**src/rtl/rx78_pkg.sv**
```systemverilog
// rtl/rx78_pkg.sv - shared types and constants for the RX-78 upload path
// Purpose: state encoding and fill byte for the hps_io upload read engine.
// Ports: none (package).

package rx78_pkg;

  typedef enum logic [2:0] {
    IDLE  = 3'd0,
    REQ   = 3'd1,
    DATA  = 3'd2,
    DONE  = 3'd3,
    DRAIN = 3'd4
  } upload_state_t;

  // Byte returned for out-of-image addresses and abandoned accesses.
  localparam logic [7:0] UPLOAD_FILL = 8'hFF;

endpackage

```
**src/rtl/rx78_upload_csum.sv**
```systemverilog
// rtl/rx78_upload_csum.sv - running mod-256 sum of uploaded bytes
// Purpose: accumulates every byte handed to the HPS during an upload session.
// Ports:
//   clk_i    in  1  system clock
//   reset_i  in  1  synchronous active-high reset
//   clear_i  in  1  session restart, zeroes the sum
//   add_i    in  1  add byte_i this cycle
//   byte_i   in  8  byte to accumulate
//   csum_o   out 8  current sum

module rx78_upload_csum (
  input  logic       clk_i,
  input  logic       reset_i,
  input  logic       clear_i,
  input  logic       add_i,
  input  logic [7:0] byte_i,
  output logic [7:0] csum_o
);

  logic [7:0] csum_q;

  always_ff @(posedge clk_i) begin
    if (reset_i || clear_i) begin
      csum_q <= 8'h00;
    end else if (add_i) begin
      csum_q <= csum_q + byte_i;
    end
  end

  assign csum_o = csum_q;

endmodule

```
**src/rtl/rx78_ioctl_upload.sv**
```systemverilog
// rtl/rx78_ioctl_upload.sv - hps_io upload byte reader over a granted memory port
// Purpose: turns each ioctl_rd strobe into one request on a variable-latency
//   byte memory, stalls the HPS via ioctl_wait until the byte is on ioctl_din.
// Build option: UPLOAD_CSUM_EN adds a running checksum on csum_o (else 8'h00).
// Ports:
//   clk_sys_i       in  1   system clock
//   reset_i         in  1   synchronous active-high reset
//   ioctl_upload_i  in  1   upload session active
//   ioctl_rd_i      in  1   read strobe, address valid same cycle
//   ioctl_addr_i    in  25  byte address
//   ioctl_din_o     out 8   read data to HPS
//   ioctl_wait_o    out 1   HPS stall
//   mem_req_o       out 1   memory request, held until grant
//   mem_addr_o      out AW  request address
//   mem_gnt_i       in  1   request accepted
//   mem_rvalid_i    in  1   read data valid strobe
//   mem_rdata_i     in  8   read data
//   err_o           out 1   sticky timeout flag for this session
//   csum_o          out 8   running byte sum

module rx78_ioctl_upload
  import rx78_pkg::*;
#(
  parameter int AW      = 16,
  parameter int SIZE    = 65536,
  parameter int TIMEOUT = 255
) (
  input  logic          clk_sys_i,
  input  logic          reset_i,
  input  logic          ioctl_upload_i,
  input  logic          ioctl_rd_i,
  input  logic [24:0]   ioctl_addr_i,
  output logic [7:0]    ioctl_din_o,
  output logic          ioctl_wait_o,
  output logic          mem_req_o,
  output logic [AW-1:0] mem_addr_o,
  input  logic          mem_gnt_i,
  input  logic          mem_rvalid_i,
  input  logic [7:0]    mem_rdata_i,
  output logic          err_o,
  output logic [7:0]    csum_o
);

  localparam int TW = $clog2(TIMEOUT + 1);
  localparam logic [31:0]   SizeW     = SIZE;
  localparam logic [TW-1:0] TimerLast = TW'(TIMEOUT - 1);

  upload_state_t state_q;
  logic [7:0]    ioctl_din_q;
  logic          mem_req_q;
  logic [AW-1:0] mem_addr_q;
  logic          err_q;
  logic [TW-1:0] timer_q;
  logic          upload_q;

  logic [31:0] addr_ext;
  logic        upload_rise;
  logic        timer_expired;

  assign addr_ext      = {7'd0, ioctl_addr_i};
  assign upload_rise   = ioctl_upload_i & ~upload_q;
  // >= rather than ==: a grant taken on the last REQ cycle pushes the timer
  // one past TimerLast, and DATA must still see it as expired.
  assign timer_expired = (timer_q >= TimerLast);

  always_ff @(posedge clk_sys_i) begin
    if (reset_i) begin
      state_q     <= IDLE;
      ioctl_din_q <= UPLOAD_FILL;
      mem_req_q   <= 1'b0;
      mem_addr_q  <= '0;
      err_q       <= 1'b0;
      timer_q     <= '0;
      upload_q    <= 1'b0;
    end else begin
      upload_q <= ioctl_upload_i;
      if (upload_rise) begin
        err_q <= 1'b0;
      end
      case (state_q)
        IDLE: begin
          if (ioctl_rd_i && ioctl_upload_i) begin
            // Full 25-bit compare: high address bits never alias into the image.
            if (addr_ext >= SizeW) begin
              ioctl_din_q <= UPLOAD_FILL;
              state_q     <= DONE;
            end else begin
              mem_addr_q <= ioctl_addr_i[AW-1:0];
              mem_req_q  <= 1'b1;
              timer_q    <= '0;
              state_q    <= REQ;
            end
          end
        end
        REQ: begin
          if (!ioctl_upload_i) begin
            mem_req_q <= 1'b0;
            state_q   <= IDLE;
          end else if (mem_gnt_i) begin
            mem_req_q <= 1'b0;
            timer_q   <= timer_q + 1'b1;
            if (mem_rvalid_i) begin
              ioctl_din_q <= mem_rdata_i;
              state_q     <= DONE;
            end else begin
              state_q <= DATA;
            end
          end else if (timer_expired) begin
            ioctl_din_q <= UPLOAD_FILL;
            err_q       <= 1'b1;
            mem_req_q   <= 1'b0;
            state_q     <= DONE;
          end else begin
            timer_q <= timer_q + 1'b1;
          end
        end
        DATA: begin
          if (mem_rvalid_i) begin
            // A byte arriving as the session ends is consumed but not returned.
            if (ioctl_upload_i) begin
              ioctl_din_q <= mem_rdata_i;
              state_q     <= DONE;
            end else begin
              state_q <= IDLE;
            end
          end else if (!ioctl_upload_i) begin
            timer_q <= '0;
            state_q <= DRAIN;
          end else if (timer_expired) begin
            // Granted read still outstanding: drain it so it cannot be
            // mistaken for the answer to the next request.
            ioctl_din_q <= UPLOAD_FILL;
            err_q       <= 1'b1;
            timer_q     <= '0;
            state_q     <= DRAIN;
          end else begin
            timer_q <= timer_q + 1'b1;
          end
        end
        DONE: begin
          state_q <= IDLE;
        end
        DRAIN: begin
          if (mem_rvalid_i || timer_expired) begin
            state_q <= IDLE;
          end else begin
            timer_q <= timer_q + 1'b1;
          end
        end
        default: begin
          mem_req_q <= 1'b0;
          state_q   <= IDLE;
        end
      endcase
    end
  end

  assign ioctl_wait_o = (ioctl_rd_i & ioctl_upload_i & (state_q == IDLE)) | (state_q != IDLE);
  assign ioctl_din_o  = ioctl_din_q;
  assign mem_req_o    = mem_req_q;
  assign mem_addr_o   = mem_addr_q;
  assign err_o        = err_q;

`ifdef UPLOAD_CSUM_EN
  // DONE lasts exactly one cycle and is only entered with a real or fill
  // byte already latched, so summing ioctl_din there counts each byte once.
  rx78_upload_csum u_csum (
    .clk_i   (clk_sys_i),
    .reset_i (reset_i),
    .clear_i (upload_rise),
    .add_i   (state_q == DONE),
    .byte_i  (ioctl_din_q),
    .csum_o  (csum_o)
  );
`else
  assign csum_o = 8'h00;
`endif

endmodule

```
**config.mk**
```make
export PLATFORM = sky130hd
export DESIGN_NAME = rx78_ioctl_upload
export DESIGN_NICKNAME = d
export VERILOG_FILES = /design/src/rtl/rx78_pkg.sv /design/src/rtl/rx78_upload_csum.sv /design/src/rtl/rx78_ioctl_upload.sv
export SDC_FILE = /design/constraint.sdc
export NUM_CORES = 1
export LEC_CHECK = 0
export ABC_CLOCK_PERIOD_IN_PS = 6600
export BUFFER_PORTS_ARGS = -buffer_cell sky130_fd_sc_hd__buf_2
export CORE_MARGIN = 2
export CORE_UTILIZATION = 45
export DETAILED_ROUTE_END_ITERATION = 6
export GPL_ROUTABILITY_DRIVEN = 0
export GPL_TIMING_DRIVEN = 0
export PLACE_DENSITY_LB_ADDON = 0.05
export SETUP_SLACK_MARGIN = 0.1
export SYNTH_ARGS = -nofsm -noshare
export SYNTH_HDL_FRONTEND = slang
export SYNTH_SLANG_ARGS = --single-unit
```
**constraint.sdc**
```tcl
create_clock -name clk_sys_i -period 6.6 [get_ports clk_sys_i]
set_clock_uncertainty 0.2 [all_clocks]
set_input_delay 1.65 -clock clk_sys_i [delete_from_list [all_inputs] [get_ports clk_sys_i]]
set_output_delay 1.65 -clock clk_sys_i [all_outputs]
set_load 0.1 [all_outputs]
```
After elaboration in Yosys (flattened, before gate mapping)
Cells that the tools add are included.
{"block": "totals", "ff_bits": 38, "in_bits": 39, "out_inout_bits": 35, "word_cells": 90}
{"block": "op_classes", "eq_ne": 16, "n_reduce_logical": 12, "n_bitwise": 7, "order_cmp": 2, "n_addsub": 1, "n_mux": 45}
{"cell": "8-bit 2-to-1 mux", "n": 18}
{"cell": "8-bit one-hot mux with 4 select lines", "n": 1}
{"cell": "25-bit by 17-bit greater-or-equal comparator with 1-bit output (second input constant)", "n": 1}
{"cell": "3-bit 2-to-1 mux", "n": 8}
{"cell": "8-bit one-hot mux with 3 select lines", "n": 1}
{"cell": "2-bit != test (second input constant)", "n": 8}
{"cell": "1-bit 2-to-1 mux", "n": 12}
{"cell": "3-bit one-hot mux with 4 select lines", "n": 1}
{"cell": "8-bit by 1-bit adder with 8-bit output (second input constant)", "n": 1}
{"cell": "8-bit greater-or-equal comparator (second input constant)", "n": 1}
{"cell": "4-bit != test (second input constant)", "n": 2}
{"cell": "4-bit AND reduction", "n": 2}
{"cell": "7-bit AND reduction", "n": 1}
{"cell": "3-bit by 2-bit == test with 1-bit output (second input constant)", "n": 2}
{"cell": "3-bit != test (second input constant)", "n": 2}
{"cell": "6-bit AND reduction", "n": 1}
{"cell": "3-bit nonzero test", "n": 2}
{"cell": "2-bit 2-to-1 mux", "n": 2}
{"cell": "4-bit nonzero test", "n": 1}
{"cell": "1-bit bitwise AND", "n": 3}
{"cell": "3-bit by 1-bit == test with 1-bit output (second input constant)", "n": 1}
{"cell": "3-bit == test (second input constant)", "n": 1}
{"cell": "3-bit logical NOT", "n": 1}
{"cell": "1-bit inverter", "n": 3}
{"cell": "other kinds (7)", "n": 7}

Logic depth before layout (Yosys ltp)
Gate-level depths: netlist (run 1).
{"block": "logic_depth", "word_depth": 7, "mapped_depth": 8, "ltp_nobuf": 7}

Least setup slack after synthesis (run 1)
No wires, ideal clock.
{"block": "synth_timing", "kind": "in2out", "startpoint": "in ioctl_upload_i", "endpoint": "out ioctl_wait_o", "t_arrival_ns": 2.668, "n_path_buf": 1, "path_slack_ns": 2.082, "stages": 3, "required_ns": 4.750, "cell_sequence": "clkbuf_1 a21oi_1 inv_1"}
{"block": "synth_between", "elab_chain_cells": 3}
{"item": "start: declaration", "line_no": "rx78_ioctl_upload.sv:30", "text": "input logic ioctl_upload_i,"}
{"item": "1-bit bitwise AND (2 in series)", "line_no": "rx78_ioctl_upload.sv:158", "text": "assign ioctl_wait_o = (ioctl_rd_i & ioctl_upload_i & (state_q == IDLE)) | (state_q != IDLE);"}
{"item": "1-bit OR", "line_no": "rx78_ioctl_upload.sv:158"}
{"item": "end: declaration", "line_no": "rx78_ioctl_upload.sv:34", "text": "output logic ioctl_wait_o,"}
Every way passes these cells.

Worst setup path after layout (run 1)
Ends and elaborated chain as after synthesis.

==> results by stage, run 1 <==
Cells and area:
- Of the cells placed in the final design, the portion with a size suffix greater than 1 is 31.9%.
- Counting the fill cells in the layout gives 403.
- Compared with the post-synthesis result, the final layout area differs by 25.0%.
- The number of antenna diodes in the final layout is 0.
- The final layout net count is 347.

Clocking:
- The later pin in the worst-skew pair is clocked with a latency of 0.29 ns.
- The buffer count from post-CTS setup fixing is 0.
- The largest buffer count on any clock path is 2.
- The H-tree was split into 2 levels.
- Counting the buffers created by CTS gives 5.
- The buffer type at the clock tree root is clkbuf_8.
- TritonCTS built the clock tree.
- The clock transition at the registers of the reported paths is 0.07 ns.
- The hold buffer count at cts is 0.
- Gates resized during post-CTS repair numbered 0.
- The number of clock sinks is 38.

Global routing:
- Entering global routing, the biggest net connects 13 pins.
- Global routing used 18.9% of the available tracks across all layers.
- The via count of the first global-routing pass is 1659.
- The first-pass GRT wire length is 7500 um.
- The remaining global-route overflow is 0.
- The initial antenna violation count came to 0.

Synth:
- The post-synthesis sequential area ratio is 38.6%.
- Yosys printed 0 warnings.
- The number of standard cells after synthesis is 229.
- After synthesis, the netlist uses 49 different library cells.
- After synthesis, the largest area contributor takes up 38.6% of total cell area.
- The most repeated cell in the gate-level netlist after synthesis is dfxtp_1.
- The cell area that synthesis handed to floorplanning was 1970 um2.
- The largest area contributor in the synthesized netlist is dfxtp_1.
- The commonest cells after synthesis are dfxtp_1 (38), nor2_1 (26), a21oi_1 (24).
- After synthesis the netlist holds a flip-flop and latch count of 38.
- The most instantiated flip-flop cell in the synthesis netlist is dfxtp_1.
- Of all flip-flops after synthesis, the portion carrying an async set or reset was 0%.
- The number of synthesized flops with an enable pin is 0.
- The average cell area after synthesis is 8.61 um2.
- Ranked by total cell area, the synthesized netlist is headed by dfxtp_1 (39%), mux2i_1 (8.6%), a21oi_1 (6.1%), nor2_1 (5.0%), buf_4 (3.8%).

STA:
- The final critical delay including setup and external delays is 4.65 ns.
- The total negative slack is 0 ns.
- The worst-case setup margin in the final layout is 1.95 ns.
- Setup repair after global routing left no endpoint under its margin.
- For the pin with the worst max-slew slack, the measured transition is 0.735 ns.
- Of the available clock period, the critical path in the final layout requires 70.4%.
- The highest achievable clock rate is 0.215 GHz.
- Measured against its own limit, the worst slew margin works out to 50.3%.
- The final-report setup violation count is 0.
- The number of endpoints with negative hold slack in the final report is 0.
- The final number of max-transition violations is 0.

Critical path:
- The register-to-register setup slack is 4.12 ns.
- The startpoint type of the worst setup path is an input port.
- The endpoint arrival time on the critical path is 2.80 ns.
- Traced cell by cell, the critical path runs through buf_2, clkbuf_1, a21oi_1, inv_1, buf_2.
- Of all nets on the critical path, the largest fanout is 10.
- The type of destination of the critical path is an output port.
- The cell family contributing the most delay on the critical path is buffers and inverters.
- On the critical path, the stage with the largest delay is an instance of buf_2.
- Together, buffers and inverters on the worst path number 4.
- Among the stages of the critical path, the cell type that occurs most often is buf_2.
- The required time of the critical path is 4.75 ns.
- For this run, the slowest stage of the critical path takes 0.42 ns.
- The worst setup path category is input port to output port.

Floorplan:
- The die covers 4920 um2.
- The overall die width is 70.2 um.
- The row count is 24.
- From bottom edge to top edge, the die measures 70.2 um.
- The core region is 4290 um2.
- For this configuration, the core starts out at a cell density of 45.9%.
- The count of pins on the block boundary is 74.

Route:
- After detailed routing, the number of vias per cell comes to 5.15.
- Across all layers, the routed design uses 1850 vias.
- The number of detailed-routing iterations run before antenna repair is 4.
- For this block, the routed nets add up to 4470 um of wire.
- The detail route stage leaves a number of antenna-violating nets equal to 0.
- After detailed routing, the average wire length per cell comes to 12.5 um.
- The first routing iteration left 122 violations.
- In the routed design, unresolved DRC markers number 0.

Placement:
- The detailed placement HPWL is 3280 um.
- Prior to clock tree synthesis, the placed netlist has a worst setup slack of 1.94 ns.
- The count of buffers from port buffering is 63.

Power:
- IR analysis of the VDD net gives a maximum drop of 0.203 mV.
- The static power due to leakage is 1.04 nW.
- Dividing total power by cell area gives a power density of 345 nW/um2.

Run:
- The max-cap check violation count is 0.

Min path:
- The classification of the worst-slack hold path is flop to flop.

Outcome:
- The flow ran to the end, and the final reports show no timing, DRC or antenna violations.
[per-stage QoR]
step / hold slack (ns) / total power, mW / cells / util (%) / area [um2]
after floorplan: 0.262 / 0.622 / 236 / - / 2000
after global placement: 0.238 / 0.697 / 351 / 55.4 / 2380
after detailed placement: 0.252 / 0.696 / 351 / 55.4 / 2380
after CTS: 0.271 / 0.856 / 359 / 57.4 / 2460
after global routing: 0.290 / 0.896 / 359 / 57.4 / 2460
final: 0.263 / 0.850 / 359 / 57.4 / 2460
[power by group]
group	internal, mW	total, mW	switching, mW
combinational	0.119	0.419	0.300
clock	0.0745	0.158	0.0836
sequential	0.253	0.273	0.0203
total	0.447	0.850	0.403
[cells by family (layout without fill, tap and decap cells)]
| logic type | after synthesis | in the layout | synth area share [%] |
|---|---|---|---|
| flip-flops | 38 | 38 | 38.6 |
| AO/OA/AOI/OAI | 54 | 54 | 18.7 |
| multiplexers | 17 | 17 | 8.63 |
| adder cells (fa/ha/maj) | 2 | 2 | 1.27 |
| AND/OR/NAND/NOR | 86 | 86 | 23.9 |
| other | 1 | 8 | 0.190 |
| buffers and inverters | 31 | 102 | 8.76 |
[worst reg2reg max path, stage by stage, from the launching register on]
cell and delay, ns:
dfxtp_1 0.42, inv_1 0.06, ha_1 0.19, o2111ai_1 0.25, nor2_1 0.15, o21ai_1 0.60, or3b_1 0.41, a21oi_1 0.14
[path summary, 6_finish.rpt]
path,startpoint,to,depth (start not counted)
setup / recovery,ioctl_upload_i,ioctl_wait_o,5
hold / removal,ioctl_din_o[2],ioctl_din_o[2],1
setup reg to reg,timer_q[0],timer_q[1],7
hold reg to reg,ioctl_din_o[2],ioctl_din_o[2],1
[layout make-up]
class / count / area, um2 / share of cell area (%)
plain buffers: 21 / 135 / 5.49
clock buffers: 6 / 72.6 / 2.95
clock inverters: 2 / 13.8 / 0.559
inverters: 10 / 37.5 / 1.52
multi-input cells: 167 / 1060 / 43.2
flip-flops and latches: 38 / 761 / 30.9
well taps: 52 / 65.1 / 2.64
repair buffers: 63 / 315 / 12.8
[state kept, by name, indices dropped and copies added, names as in the netlist]
signal / count
mem_addr_o: 16
ioctl_din_o: 8
timer_q: 8
state_q: 3
err_o: 1
mem_req_o: 1
upload_q: 1
[cell usage in the layout, fill, tap and decap left out, types with 8 or more instances in the layout]
master,n
conb_1,8
nor2_1,26
dfxtp_1,38
buf_2,66
a211o_1,8
inv_1,10
a21oi_1,24
buf_4,10
mux2i_1,17
nand2_1,14
[routing by layer]
layer,vias to the layer above,track usage (%),part of all wire [%]
met5,-,0,0
met4,0,7.48,1.5
met3,6,5.63,6.6
met2,52,30.2,48
met1,839,24.0,44
li1,953,-,-
(Power assumes the default switching activity.)
==> run 2, diff against run 1 <==
--- a/config.mk
+++ b/config.mk
@@ -5,10 +5,10 @@
 export SDC_FILE = /design/constraint.sdc
 export NUM_CORES = 1
 export LEC_CHECK = 0
-export ABC_CLOCK_PERIOD_IN_PS = 6600
+export ABC_CLOCK_PERIOD_IN_PS = 4100
 export BUFFER_PORTS_ARGS = -buffer_cell sky130_fd_sc_hd__buf_2
 export CORE_MARGIN = 2
-export CORE_UTILIZATION = 45
+export CORE_UTILIZATION = 44
 export DETAILED_ROUTE_END_ITERATION = 6
 export GPL_ROUTABILITY_DRIVEN = 0
 export GPL_TIMING_DRIVEN = 0
==> constraint.sdc (replaced) <==
create_clock -name clk_sys_i -period 4.1 [get_ports clk_sys_i]
set_clock_uncertainty 0.2 [all_clocks]
set_input_delay 1.025 -clock clk_sys_i [delete_from_list [all_inputs] [get_ports clk_sys_i]]
set_output_delay 1.025 -clock clk_sys_i [all_outputs]
set_load 0.1 [all_outputs]
==> results by stage, run 2 (synthesis results as in run 1) <==
Outcome:
- The run finished with clean final reports.

STA:
- Setup repair after global routing left no endpoint under its margin.
- The part of the cycle the worst path needs is 82.2%.
- The worst slack on hold paths is 0.264 ns (+0.000672 ns).
- Derived from the worst setup path, the maximum achievable clock frequency is 0.297 GHz.
- Counting I/O delays and the setup requirement, the final critical path takes 3.37 ns.
- The worst relative slew slack is 44.1% (-6.2 points).
- The number of endpoints with negative hold slack in the final report was 0 (unchanged).
- The final number of max-transition violations is 0 (unchanged).
- The actual slew at the worst max-slew pin is 0.826 ns (+0.0918 ns).
- The total negative slack is 0 ns (unchanged).
- The final-report setup violation count is 0 (unchanged).

Placement:
- The detailed placement HPWL came to 3300 um (+0.65%).
- The placed standard-cell area is 2380 um2 (unchanged).
- The number of placed instances, taps included is 351 (unchanged).
- The count of buffers from port buffering is 63 (unchanged).

Critical path:
- The endpoint arrival time on the critical path is 2.15 ns (-0.65 ns).
- The delay contributed by the slowest stage of the critical path came to 0.42 ns (about the same).
- The startpoint type of the worst setup path is an input port.
- The required time of the critical path is 2.87 ns (-1.88 ns).
- The largest individual stage delay along the critical path comes from the cell buf_2.
- In this run the critical register-to-register path is launched from timer_q[0].
- The launching element of the worst setup path is ioctl_upload_i.
- In this design, the critical path's most frequently occurring cell is buf_2.
- The critical path is of the input port to output port type.
- Walking the worst path, the cells encountered are buf_2, clkbuf_1, a21oi_1, inv_1, buf_2.
- The maximum net fanout on the critical path is 10 (unchanged).
- The type of destination of the critical path is an output port.

Clocking:
- The buffer type at the clock tree root is clkbuf_8.
- The post-cts sizing count is 0 (unchanged).
- The largest buffer count on any clock path is 2 (unchanged).
- The clock transition at the registers of the reported paths came to 0.07 ns (about the same).
- The hold buffer count at cts is 0 (unchanged).
- The number of clock sinks came to 38 (unchanged).
- The buffer count from post-CTS setup fixing is 0 (unchanged).
- The count of H-tree levels built during CTS is 2 (unchanged).
- TritonCTS built the clock tree.
- The clock network latency to the later pin of the worst-skew pair is 0.29 ns (about the same).
- The number of buffers added by the clock tree synthesis step came to 5 (unchanged).

Min path:
- The startpoint of the lowest-slack hold path is ioctl_din_o[6].
- The tightest min-delay check is of the flop to flop type.

Power:
- The areal power density over the cells is 559 nW/um2 (+62%).
- The static power due to leakage was 1.04 nW (+0.30%).
- The highest ir drop seen on vdd is 0.357 mV (+76%).

Cells and area:
- The library cells used most frequently in the layout, excluding fill and tap cells, are buf_2 (66), dfxtp_1 (38), nor2_1 (26), a21oi_1 (24), mux2i_1 (17).
- The number of flip-flops in the largest register was 16 (unchanged).
- The post-route standard cell area excluding fillers is 2470 um2 (+0.20%).
- The number of antenna diodes is 0 (unchanged).
- The final layout net count is 347 (unchanged).
- The final instance count without filler cells is 359 (unchanged).
- The fraction of layout instances using a drive strength above 1 is 31.9% (unchanged).
- The leading cell type in the layout, fill and taps excluded is buf_2.
- From synthesis to final layout, the design area changed by 25.3%.

Global routing:
- The global-route usage over all layers is 18.9% (-0.044 points).
- The initial antenna violation count was 0 (unchanged).
- The first-pass GRT wire length is 7690 um (+2.5%).
- The via count of the first global-routing pass came to 1717 (+3.5%).
- The largest net degree at the start of global routing was 12 (-1).
- The remaining global-route overflow is 0 (unchanged).

Route:
- The average wire per cell in the routed design is 12.6 um (+0.72%).
- The via-per-instance ratio is 5.12 (-0.65%).
- The number of detailed-routing iterations run before antenna repair is 4 (unchanged).
- The final antenna-violating net count is 0 (unchanged).
- The DRC violation count after routing is 0 (unchanged).
- The detailed router's first-iteration violation count is 116 (-4.9%).
- The total number of vias is 1838 (-0.65%).
- The overall routed net length was 4510 um (+0.72%).

Floorplan:
- The initial cell density of the core came to 45.6% (-0.32 points).
- The floorplan die height is 70.9 um (+1.1%).
- The count of pins on the block boundary came to 74 (unchanged).
- The row count is 24 (unchanged).
- The die outline area is 5030 um2 (+2.1%).
- The overall die width is 70.9 um (+1.1%).
- The core box area was 4320 um2 (+0.70%).

Run:
- The max-cap check violation count came to 0 (unchanged).
## run 2: changes by cell type in the layout (fill, tap and decap cells not counted), sizes merged
cell	before	now
clkbuf	11	12
clkinv	2	1
## run 2: critical path, delay by kind of cell
kind / cells / cell delay, ns
AOI/OAI and AO/OA: 1 / 0.21
buffers and inverters: 4 / 0.90
## run 2: power by group
group | switching, mW | internal (mW) | leakage, nW
clock network | 0.131 | 0.136 | 0.0482
registers | 0.0330 | 0.407 | 0.309
logic | 0.481 | 0.192 | 0.685
total | 0.645 | 0.734 | 1.04
## run 2: layer usage
metal,track usage [%],part of all wire (%),up-vias,routed length (um)
li1,-,-,955,-
met2,29.9,45,55,2040
met4,6.29,1.4,0,63
met3,6.41,6.9,6,309
met5,0,0,-,0
met1,24.2,46,822,2090
## run 2: area by class of cell
cell class	count	area [um2]
Fill cell	418	1860
Multi-Input combinational cell	167	1060
Sequential cell	38	761
Timing Repair Buffer	63	315
Buffer	21	135
Clock buffer	7	86.3
Tap cell	52	65.1
Inverter	10	37.5
Clock inverter	1	5.00
## run 2: path summary, 6_finish.rpt
| path | cells after the start | slack [ns] | endpoint |
|---|---|---|---|
| worst max register to register | 7 | 1.61 | timer_q[1] |
| worst min-delay path | 1 | 0.26 | ioctl_din_o[6] |
| worst max-delay path | 5 | 0.73 | ioctl_wait_o |
| worst min register to register | 1 | 0.26 | ioctl_din_o[6] |
## run 2: metrics by stage
step / util (%) / worst slack (ns) / total power, mW
finish: 57.1 / 0.729 / 1.38
detailed placement: 55.0 / 0.729 / 1.12
CTS: 57.1 / 0.725 / 1.39
global route: 57.1 / 0.598 / 1.47
global placement: 55.0 / 0.737 / 1.12
floorplan: - / 0.832 / 1.00
==> run 3, diff against run 2 <==
--- a/config.mk
+++ b/config.mk
@@ -5,7 +5,7 @@
 export SDC_FILE = /design/constraint.sdc
 export NUM_CORES = 1
 export LEC_CHECK = 0
-export ABC_CLOCK_PERIOD_IN_PS = 4100
+export ABC_CLOCK_PERIOD_IN_PS = 2900
 export BUFFER_PORTS_ARGS = -buffer_cell sky130_fd_sc_hd__buf_2
 export CORE_MARGIN = 2
 export CORE_UTILIZATION = 44
==> constraint.sdc (replaced) <==
create_clock -name clk_sys_i -period 2.9 [get_ports clk_sys_i]
set_clock_uncertainty 0.2 [all_clocks]
set_input_delay 0.725 -clock clk_sys_i [delete_from_list [all_inputs] [get_ports clk_sys_i]]
set_output_delay 0.725 -clock clk_sys_i [all_outputs]
set_load 0.1 [all_outputs]
==> results by stage, run 3 (synthesis results as in run 1) <==
Power:
- The highest ir drop seen on vdd is 0.505 mV (+41%).
- The static power due to leakage is 1.04 nW (about the same).
- The areal power density over the cells came to 793 nW/um2 (+42%).

Global routing:
- The first-pass GRT wire length is 7690 um (unchanged).
- The via count of the first global-routing pass is 1717 (unchanged).
- The remaining global-route overflow is 0 (unchanged).
- The initial antenna violation count was 0 (unchanged).
- The largest net degree at the start of global routing is 12 (unchanged).
- The global-route usage over all layers is 18.9% (unchanged).

Floorplan:
- The floorplan die height came to 70.9 um (unchanged).
- The overall die width came to 70.9 um (unchanged).
- The row count was 24 (unchanged).
- The count of pins on the block boundary came to 74 (unchanged).
- The die outline area is 5030 um2 (unchanged).
- The core box area is 4320 um2 (unchanged).
- The initial cell density of the core was 45.6% (unchanged).

STA:
- The final number of max-transition violations is 0 (unchanged).
- The worst slack on hold paths was 0.264 ns (+0.00000200 ns).
- The part of the cycle the worst path needs is 92.1%.
- The final critical delay including setup and external delays is 2.67 ns.
- The number of endpoints with negative hold slack in the final report is 0 (unchanged).
- The total negative slack is 0 ns (unchanged).
- Setup repair after global routing left no endpoint under its margin.
- The actual slew at the worst max-slew pin is 0.775 ns (-0.0516 ns).
- The worst relative slew slack came to 47.6% (+3.5 points).
- The final-report setup violation count is 0 (unchanged).
- The highest achievable clock rate is 0.374 GHz.

Critical path:
- The setup path with the least slack is of type flop to output port.
- The delay contributed by the slowest stage of the critical path is 0.40 ns (-0.02 ns).
- The maximum net fanout on the critical path is 6 (-4).
- The startpoint type of the worst setup path is a flop.
- STA classifies the critical path endpoint as an output port.
- The endpoint arrival time on the critical path is 1.75 ns (-0.40 ns).
- The count of cells along the worst register-to-register path is 7 (unchanged).
- The register-to-register setup slack is 0.41 ns (-1.20 ns).
- The endpoint identified for the worst register-to-register timing path is timer_q[1].
- For this design, the slowest cell found on the critical path is or3_1.
- The critical path starts at state_q[2].
- The signal on the critical path passes through or3_1, a21oi_1, inv_1, clkbuf_4.
- The critical register-to-register path startpoint is timer_q[0].
- The required time of the critical path is 1.98 ns (-0.89 ns).

Min path:
- The endpoint of the worst hold path is ioctl_din_o[6].
- The number of stages on the worst hold path is 1 (unchanged).
- The startpoint of the lowest-slack hold path is ioctl_din_o[6].
- The classification of the worst-slack hold path is flop to flop.

Route:
- The DRC violation count after routing is 0 (unchanged).
- The overall routed net length was 4520 um (+0.33%).
- The final antenna-violating net count was 0 (unchanged).
- The average wire per cell in the routed design is 12.6 um (+0.61%).
- The via-per-instance ratio is 5.14 (+0.39%).
- The total number of vias is 1840 (+0.11%).
- The detailed router's first-iteration violation count is 152 (+31%).
- The number of detailed-routing iterations run before antenna repair was 4 (unchanged).

Cells and area:
- The final instance count without filler cells came to 358 (-0.28%).
- The post-route standard cell area excluding fillers is 2470 um2 (about the same).
- The top cell types in the final layout, fill and taps aside, are buf_2 (65), dfxtp_1 (38), nor2_1 (26), a21oi_1 (24), mux2i_1 (17).
- The final layout net count was 346 (-0.29%).
- The library cell used most frequently in the layout, excluding fill and tap cells, is buf_2.
- The fraction of layout instances using a drive strength above 1 was 32.0% (+0.10 points).
- The signed area change from the synthesized netlist to the final layout came to 25.2% (about the same).
- The fill cell total of the finished layout was 420 (+0.48%).
- The number of antenna diodes was 0 (unchanged).
- The number of flip-flops in the largest register came to 16 (unchanged).

Placement:
- The placed standard-cell area was 2380 um2 (unchanged).
- The count of buffers from port buffering is 63 (unchanged).
- The number of placed instances, taps included is 351 (unchanged).
- The detailed placement HPWL was 3300 um (unchanged).

Clocking:
- The largest buffer count on any clock path is 2 (unchanged).
- The clock transition at the registers of the reported paths was 0.07 ns (about the same).
- The hold buffer count at cts is 0 (unchanged).
- The number of clock sinks is 38 (unchanged).
- The count of H-tree levels built during CTS is 2 (unchanged).
- The number of buffers added by the clock tree synthesis step is 5 (unchanged).
- The clock network latency to the later pin of the worst-skew pair was 0.29 ns (about the same).
- The TritonCTS clock tree is built.
- The buffer type at the clock tree root is clkbuf_8.

Run:
- The max-cap check violation count came to 0 (unchanged).

Outcome:
- The run finished with clean final reports.
==> run 3: layer usage <==
metal  part of all wire (%)  GRT usage, %  wire length (um)  vias to the layer above
met4                    1.6          6.29                72                        0
met5                      0             0                 0                        -
li1                       -             -                 -                      953
met1                     46          24.2              2080                      826
met3                    6.7          6.41               303                        8
met2                     46          29.9              2070                       53
==> run 3: timing repair <==
| action | 4_1_cts | 5_1_grt |
|---|---|---|
| resized for setup | 0 | 1 |
| endpoints found under the hold margin | 0 | 0 |
| setup endpoints to repair | 0 | 1 |
| setup buffers | 0 | 0 |
==> run 3: through the flow <==
| stage | setup WS, ns | total power, mW | util, % |
|---|---|---|---|
| 2_1_floorplan | 0.232 | 1.42 | - |
| 3_3_place_gp | 0.135 | 1.58 | 55.0 |
| 3_5_place_dp | 0.129 | 1.58 | 55.0 |
| 4_1_cts | 0.125 | 1.96 | 57.1 |
| 5_1_grt | 0.117 | 2.08 | 57.1 |
| 6_report | 0.229 | 1.96 | 57.1 |
==> run 3: how the worst max path moves through the flow <==
| stage | end | slack, ns | cells past startpoint |
|---|---|---|---|
| floorplan | ioctl_wait_o | 0.23 | 3 |
| global placement | mem_addr_o[4] | 0.14 | 7 |
| detailed placement | ioctl_wait_o | 0.13 | 5 |
| CTS | ioctl_wait_o | 0.13 | 5 |
| global route | ioctl_wait_o | 0.12 | 4 |
| finish | ioctl_wait_o | 0.23 | 4 |
==> run 3: where the power goes <==
group | internal [mW] | total, mW | switching [mW]
clock | 0.192 | 0.379 | 0.187
sequential | 0.575 | 0.621 | 0.0460
combinational | 0.275 | 0.957 | 0.683
==> run 3: final cells by class <==
cell class	instances	area, um2	share of cell area (%)
plain buffers	20	131	5.32
clock inverters	1	5.00	0.203
multi-input cells	167	1060	43.1
inverters	10	37.5	1.52
repair buffers	63	318	12.9
flip-flops and latches	38	761	30.8
well taps	52	65.1	2.64
clock buffers	7	86.3	3.50
==> run 3: worst max-delay path: cells and delay by family (launching register included) <==
kind,cells,cell delay [ns]
and+or+nand+nor,1,0.40
buffers and inverters,2,0.39
DFF,1,0.37
AOI/OAI and AO/OA,1,0.29
